**src/rtl/rom_seq_pkg.sv**
```systemverilog
// Shared types and defaults for the rom1 address sequencer.
package rom_seq_pkg;

   localparam int ADDR_W_DEF    = 4;
   localparam int DATA_W_DEF    = 8;
   localparam int LAST_ADDR_DEF = 15;
   localparam int DWELL_W       = 8;

   typedef enum logic [2:0] {
      ST_IDLE,
      ST_FETCH,
      ST_SEND,
      ST_DWELL,
      ST_DONE
   } state_t;

endpackage

```
**src/rtl/rom_seq_dwell_cnt.sv**
```systemverilog
// Loadable down-counter with zero flag; paces the idle gap between ROM fetches.
module rom_seq_dwell_cnt
   import rom_seq_pkg::*;
#(
   parameter int W = DWELL_W
) (
   input  logic         sysclk,
   input  logic         rst_n,
   input  logic         load,
   input  logic [W-1:0] load_val,
   input  logic         dec,
   output logic         zero
);

   logic [W-1:0] cnt;

   always_ff @(posedge sysclk or negedge rst_n) begin
      if (!rst_n) begin
         cnt <= '0;
      end else if (load) begin
         cnt <= load_val;
      end else if (dec && (cnt != '0)) begin
         cnt <= cnt - W'(1);
      end
   end

   assign zero = (cnt == '0);

endmodule

```
**src/rtl/rom_seq_reader.sv**
```systemverilog
// Walks rom1 through addresses 0..LAST_ADDR, streams each word out on valid/ready
// and keeps a running checksum. Define ROM_SEQ_LOOP_EN to repeat passes until abort.
//
// state    | meaning
// ---------+----------------------------------------------------------
// ST_IDLE  | address parked at 0, waiting for start
// ST_FETCH | address stable, ROM word captured at the next edge
// ST_SEND  | word presented, waiting for out_ready
// ST_DWELL | idle gap of DWELL_CYCLES before the next fetch
// ST_DONE  | one-cycle done pulse, address returns to 0
module rom_seq_reader
   import rom_seq_pkg::*;
#(
   parameter int ADDR_W       = ADDR_W_DEF,
   parameter int DATA_W       = DATA_W_DEF,
   parameter int LAST_ADDR    = LAST_ADDR_DEF,
   parameter int DWELL_CYCLES = 0
) (
   input  logic              sysclk,
   input  logic              rst_n,
   input  logic              start,
   input  logic              abort,
   output logic [ADDR_W-1:0] rom_addr,
   input  logic [DATA_W-1:0] rom_data,
   output logic [DATA_W-1:0] out_data,
   output logic              out_valid,
   input  logic              out_ready,
   output logic              busy,
   output logic              done,
   output logic [DATA_W-1:0] checksum
);

   localparam logic [ADDR_W-1:0]  LAST       = ADDR_W'(LAST_ADDR);
   localparam bit                 HAS_DWELL  = (DWELL_CYCLES > 0);
   localparam logic [DWELL_W-1:0] DWELL_LOAD = DWELL_W'(DWELL_CYCLES - 1);

   state_t state;
   logic   hs;
   logic   last;
   logic   dwell_load;
   logic   dwell_dec;
   logic   dwell_zero;

   assign hs   = out_valid & out_ready;
   assign last = (rom_addr == LAST);

   // Counter is loaded in the same edge that leaves SEND, so DWELL lasts exactly DWELL_CYCLES.
   assign dwell_load = HAS_DWELL && !abort && (state == ST_SEND) && hs && !last;
   assign dwell_dec  = !abort && (state == ST_DWELL);

   rom_seq_dwell_cnt #(
      .W (DWELL_W)
   ) u_dwell_cnt (
      .sysclk   (sysclk),
      .rst_n    (rst_n),
      .load     (dwell_load),
      .load_val (DWELL_LOAD),
      .dec      (dwell_dec),
      .zero     (dwell_zero)
   );

   always_ff @(posedge sysclk or negedge rst_n) begin
      if (!rst_n) begin
         state     <= ST_IDLE;
         rom_addr  <= '0;
         out_data  <= '0;
         out_valid <= 1'b0;
         busy      <= 1'b0;
         done      <= 1'b0;
         checksum  <= '0;
      end else begin
         done <= 1'b0;
         if (abort) begin
            state     <= ST_IDLE;
            rom_addr  <= '0;
            out_valid <= 1'b0;
            busy      <= 1'b0;
         end else begin
            case (state)
               ST_IDLE: begin
                  rom_addr <= '0;
                  if (start) begin
                     checksum <= '0;
                     busy     <= 1'b1;
                     state    <= ST_FETCH;
                  end
               end
               ST_FETCH: begin
                  out_data  <= rom_data;
                  out_valid <= 1'b1;
                  state     <= ST_SEND;
               end
               ST_SEND: begin
                  if (hs) begin
                     checksum  <= checksum + out_data;
                     out_valid <= 1'b0;
                     if (last) begin
                        done  <= 1'b1;
                        state <= ST_DONE;
                     end else begin
                        rom_addr <= rom_addr + ADDR_W'(1);
                        state    <= HAS_DWELL ? ST_DWELL : ST_FETCH;
                     end
                  end
               end
               ST_DWELL: begin
                  if (dwell_zero) begin
                     state <= ST_FETCH;
                  end
               end
               ST_DONE: begin
                  rom_addr <= '0;
`ifdef ROM_SEQ_LOOP_EN
                  // Completed pass's checksum was visible during the done cycle.
                  checksum <= '0;
                  state    <= ST_FETCH;
`else
                  busy     <= 1'b0;
                  state    <= ST_IDLE;
`endif
               end
               default: begin
                  state <= ST_IDLE;
                  busy  <= 1'b0;
               end
            endcase
         end
      end
   end

endmodule

```
**config.mk**
```make
export PLATFORM = sky130hd
export DESIGN_NAME = rom_seq_reader
export DESIGN_NICKNAME = d
export VERILOG_FILES = /design/src/rtl/rom_seq_pkg.sv /design/src/rtl/rom_seq_dwell_cnt.sv /design/src/rtl/rom_seq_reader.sv
export SDC_FILE = /design/constraint.sdc
export NUM_CORES = 1
export LEC_CHECK = 0
export CAP_MARGIN = 0
export CORE_MARGIN = 5
export CORE_UTILIZATION = 52
export CTS_CLUSTER_SIZE = 25
export DETAILED_ROUTE_END_ITERATION = 10
export PLACE_DENSITY = 0.81
export SYNTH_ARGS = -nofsm -noshare
export SYNTH_HDL_FRONTEND = slang
export SYNTH_HIERARCHICAL = 1
export SYNTH_SLANG_ARGS = --single-unit
```
**constraint.sdc**
```tcl
create_clock -name sysclk -period 2.2 [get_ports sysclk]
set_input_delay 0.44 -clock sysclk [delete_from_list [all_inputs] [get_ports sysclk]]
set_output_delay 0.44 -clock sysclk [all_outputs]
set_load 0.01 [all_outputs]
```
# Word level (Yosys, flattened, before mapping)
# Index checks and enable logic that the tools add are counted.
# totals
register_bits	34
out_inout_bits	23
# classes
addsub	3
eq_ne	12
mux	23
n_bitwise	2
n_reduce_logical	17
# ops
op	count
$mux 8	2
$pmux 8 s2	1
$mux 3	5
$mux 4	3
$ne 3x3->1 const B	4
$pmux 3 s4	1
$add 8x8->8	1
$logic_not 8->1	1
$mux 1	8
$pmux 4 s2	1
$reduce_bool 8->1	1
$sub 8x1->8 const B	1
$eq 3x2->1 const B	2
$reduce_and 2->1	3
$reduce_and 3->1	2
$reduce_bool 3->1	2
$add 4x1->4 const B	1
$eq 4x4->1 const B	1
$ne 2x2->1 const B	2
$pmux 1 s2	2
$reduce_and 4->1	1
$eq 3x1->1 const B	1
$eq 3x3->1 const B	1
$logic_not 3->1	1
other kinds (8)	9

# Depth between registers and ports, before layout
# Gate-level depths: netlist of run 1.
# depth
depth_word	5
ltp_mapped	9
ltp_nobuf	9

# Hierarchy
# Netlist of run 1, hierarchy kept.
# by_module_without_submodules
mod	instances	cells_each	area_each_um2
rom_seq_reader	1	146	1470.2
rom_seq_dwell_cnt	1	58	528.0

# Worst setup path before layout of run 1
# OpenSTA, ideal clock, no wires.
# synth_timing
kind	input -> register
start	input abort
end	register u_dwell_cnt.cnt[7]
setup_ps	126
arrival_time_ps	1968
t_required_ps	2074
slack_ps	106
path_stages	6
path_buffers	1
cell_sequence	buf_2 -> nor2_1 -> and3_1 -> or3b_1 -> o311a_1 -> a221o_1
# synth_between
elab_chain_cells	3
# synth_rtl
element	line	source
from (decl)	rom_seq_reader.sv:22	input logic abort,
$logic_not 1->1	rom_seq_reader.sv:49	assign dwell_dec = !abort && (state == ST_DWELL);
$logic_and 1x1->1	rom_seq_reader.sv:49	
via dwell_dec	rom_seq_reader.sv:41	logic dwell_dec;
$logic_and 1x1->1	rom_seq_dwell_cnt.sv:22	end else if (dec && (cnt != '0)) begin
to (signal assigned)	rom_seq_dwell_cnt.sv:21	cnt <= load_val;
to (signal assigned)	rom_seq_dwell_cnt.sv:23	cnt <= cnt - W'(1);
to (decl)	rom_seq_dwell_cnt.sv:15	logic [W-1:0] cnt;
# The timed path passes the listed nets, and every way through them passes these cells.
# A chain may end at the register's enable or synchronous reset.

# Final worst setup path of run 1
# Ends and elaborated chain as after synthesis.

==> impl_metrics.py, run 1 <==
metrics = {
    "detailed_routing": {
        "vias_per_cell": 5.59,
        "vias": 1726,
        "drc_errors": 0,
        "final_antenna_net_count": 0,
        "dr.pass1.iters": 4,
        "drt_iter0_markers": 76,
        "wire_per_inst_um": 14.0,
        "wl_um": 4320,
    },
    "setup_path": {
        "cp-start-kind": "primary input",
        "worstPathCellList": "clkdlybuf4s50_1, nor2_1, and3_1, or3b_1, o311a_1, a221o_1",
        "crit_slowest_cell": "clkdlybuf4s50_1",
        "path_class": "primary input to flop",
        "r2r_start": "u_dwell_cnt/cnt[0]",
        "end_kind": "flop",
        "critPathMaxStageDelay_ps": 420,
        "rrSetupSlack_ps": 180,
        "worstRegToRegCells": 9,
        "required_ps": 2370,
        "path_max_fanout": 5,
        "worstReg2RegEnd": "state[0]",
        "arrival_ps": 2210,
    },
    "power": {
        "peakVddDrop_v": 0.000480,
        "total_power_uw": 2030,
        "cellLeakagePower_uw": 0.00109,
        "power_density_nw_per_um2": 780,
    },
    "layout": {
        "diodes": 0,
        "fin_util_pct": 70.5,
        "fin_nets": 284,
        "drive_above_1_share_pct": 14.2,
        "syn2layout_area_growth_pct": 30.2,
    },
    "die": {
        "die_w_um": 72.0,
        "ios": 36,
        "fp-row-count": 22,
        "die_h_um": 72.0,
        "dieArea_um2": 5180,
        "start_util_pct": 54.2,
        "coreArea_um2": 3690,
    },
    "cts": {
        "clock_path_buffers": 2,
        "root_buffer": "clkbuf_8",
        "cts-htree-levels": 2,
        "holdBufCountCts": 0,
        "cts_inserted_buffers": 5,
        "insertion_delay_ps": 280,
        "clk_pin_slew_ps": 70,
        "cts_sinks": 34,
        "cts_tree": "done",
        "postCtsSetupRepairBufs": 0,
    },
    "timing": {
        "drv_slew": 0,
        "finalHoldViolCount": 0,
        "clock.fmax_mhz": 490,
        "finalCritPeriodShare_pct": 92.7,
        "setup_viol_count_final": 0,
        "fin_skew_ps": 4.27,
        "rsz0062_at_grt": "no",
        "worst_slew_pin_slew_ps": 583,
        "fin_crit_ps": 2040,
        "relSlewSlack_pct": 60.8,
    },
    "yosys": {
        "syn_area_um2": 2000,
        "yosys_warnings": 6,
        "syn_inst": 204,
        "yosysTopAreaCell": "dfrtp_1",
        "synth_top_cell_area_share_pct": 42.6,
        "syn_avg_cell_area_um2": 9.79,
        "seq_area_frac_synth_pct": 42.6,
        "synth_seq_cells": 34,
        "synthFlopType": "dfrtp_1",
        "async_reset_ff_share_pct": 100,
        "synth_edf_count": 0,
        "synth.area.top_cells": "dfrtp_1 43%, ha_1 6.3%, mux2_2 4.5%, nand2_1 4.3%, o21ai_0 4.0%",
        "ys_types": 53,
    },
    "placed_design": {
        "place.gp.congestion": 0.892,
        "dp_hpwl_um": 3160,
        "numPortBuffers": 35,
    },
    "grt": {
        "gr-total-overflow": 0,
        "grt_max_degree": 35,
        "antenna_found_initial": 0,
        "grt_usage_pct": 17.9,
        "grt_pass1_vias": 1629,
        "grt_pass1_wl_um": 7350,
    },
    "min_path": {
        "hp-class": "flop to flop",
        "hold_path_end": "checksum[6]",
        "min_path_cells": 2,
        "min_from": "checksum[6]",
    },
    "job": {
        "drv_cap": 0,
    },
    "run_status": {
        "status": "finished clean",
    },
}
## cell type report
cell class,count,area [um2]
fill,291,1090
sequential,34,851
clock buffer,8,110
multi-input combinational,167,1120
inverter,6,22.5
tap,48,60.1
timing repair buffer,46,433
## stage by stage
| step | cell area [um2] | hold slack [ps] | std cells | setup slack, ps | setup TNS, ps |
|---|---|---|---|---|---|
| after floorplan | 2040 | 144 | 215 | 106 | 0 |
| after global placement | 2480 | 492 | 301 | -94.8 | -194 |
| after detailed placement | 2480 | 500 | 301 | -126 | -291 |
| after CTS | 2590 | 518 | 309 | 103 | 0 |
| after global routing | 2600 | 563 | 309 | 24.7 | 0 |
| final | 2600 | 517 | 309 | 160 | 0 |
## placed cells by master, fill, tap and decap left out, types with 3 or more instances in the layout
master           Yosys  layout
nand4_1              3       3
nor4_1               3       3
clkbuf_8             0       8
clkdlybuf4s50_1      0      35
xnor2_1              3       3
or4_1                3       3
a21o_1               3       3
nand2b_1             3       3
and2_1               3       3
nor2_1              10       9
buf_4                1      11
nand2_1             23      23
o21ai_0             16      16
nand3_1              8       8
mux2_2               8       8
ha_1                10      10
o31ai_1              3       3
inv_1                4       4
nor3b_1              3       3
a21oi_1             11      11
nor3_1               5       5
or3_1                3       3
a211oi_1             3       3
dfrtp_1             34      34
conb_1               2      13
## sequential cells by signal, summed over array words and instances (netlist names)
register         cells
checksum             8
state                3
out_valid            1
done                 1
out_data             8
u_dwell_cnt/cnt      8
busy                 1
rom_addr             4
## report_power, final
part           total, uW  switching (uW)  leakage (uW)  internal (uW)
sequential           829             105      0.000434            723
combinational        663             304      0.000602            359
clock                537             221     0.0000575            316
total               2030             631       0.00109           1400
## critical path: cells and delay by family
| kind | cells | cell delay, ps |
|---|---|---|
| AOI/OAI and AO/OA | 2 | 570 |
| buffers and inverters | 1 | 420 |
| and+or+nand+nor | 3 | 780 |
## kinds of logic (layout without fill, tap and decap cells)
logic type	after synthesis	in the layout	synth area share, %
AND/OR/NAND/NOR	74	74	19.9
multiplexers	9	9	5.01
other	2	13	0.376
AO/OA/AOI/OAI	55	55	19.0
adder cells (fa/ha/maj)	11	11	7.26
flip-flops	34	34	42.6
XOR/XNOR	5	5	2.19
buffers and inverters	14	60	3.76
## worst max-delay path by stage
stage,endpoint,from,cells after the start
6_report,u_dwell_cnt/cnt[7],abort,6
5_1_grt,state[0],u_dwell_cnt/cnt[0],9
4_1_cts,state[0],u_dwell_cnt/cnt[0],9
3_5_place_dp,u_dwell_cnt/cnt[3],abort,6
3_3_place_gp,u_dwell_cnt/cnt[7],abort,6
2_1_floorplan,u_dwell_cnt/cnt[7],abort,6
## synth_stat cells (2+ instances only)
| cell | instances |
|---|---|
| a211oi_1 | 3 |
| a21o_1 | 3 |
| a21oi_1 | 11 |
| a221o_1 | 2 |
| a31oi_1 | 2 |
| and2_1 | 3 |
| and3_1 | 2 |
| buf_2 | 3 |
| buf_6 | 2 |
| clkbuf_1 | 2 |
| conb_1 | 2 |
| dfrtp_1 | 34 |
| ha_1 | 10 |
| inv_1 | 4 |
| mux2_2 | 8 |
| nand2_1 | 23 |
| nand2b_1 | 3 |
| nand3_1 | 8 |
| nand4_1 | 3 |
| nor2_1 | 10 |
| nor3_1 | 5 |
| nor3b_1 | 3 |
| nor4_1 | 3 |
| o211ai_1 | 2 |
| o21ai_0 | 16 |
| o31ai_1 | 3 |
| or3_1 | 3 |
| or4_1 | 3 |
| xnor2_1 | 3 |
| xor2_1 | 2 |
## timing repair
item / 4_1_cts / 5_1_grt
resized for setup: 0 / 3
endpoints found under the setup margin: 0 / 2
hold endpoints to repair: 0 / 0
## per-layer routing
metal	wire, um	up-vias	part of all wire [%]	global-route usage (%)
met5	0	-	0	0
met4	62	0	1.4	6.26
met3	255	7	5.9	4.16
met2	2100	46	48	29.4
met1	1910	820	44	23.1
li1	-	853	-	-
Power figures use the tool's default switching activity.
==> run 2, diff against run 1 <==
--- a/config.mk
+++ b/config.mk
@@ -5,6 +5,7 @@
 export SDC_FILE = /design/constraint.sdc
 export NUM_CORES = 1
 export LEC_CHECK = 0
+export ABC_CLOCK_PERIOD_IN_PS = 2200
 export CAP_MARGIN = 0
 export CORE_MARGIN = 5
 export CORE_UTILIZATION = 52
==> results of run 2 <==
Same layout as run 1: the final DEF is identical, and so are final timing and power.
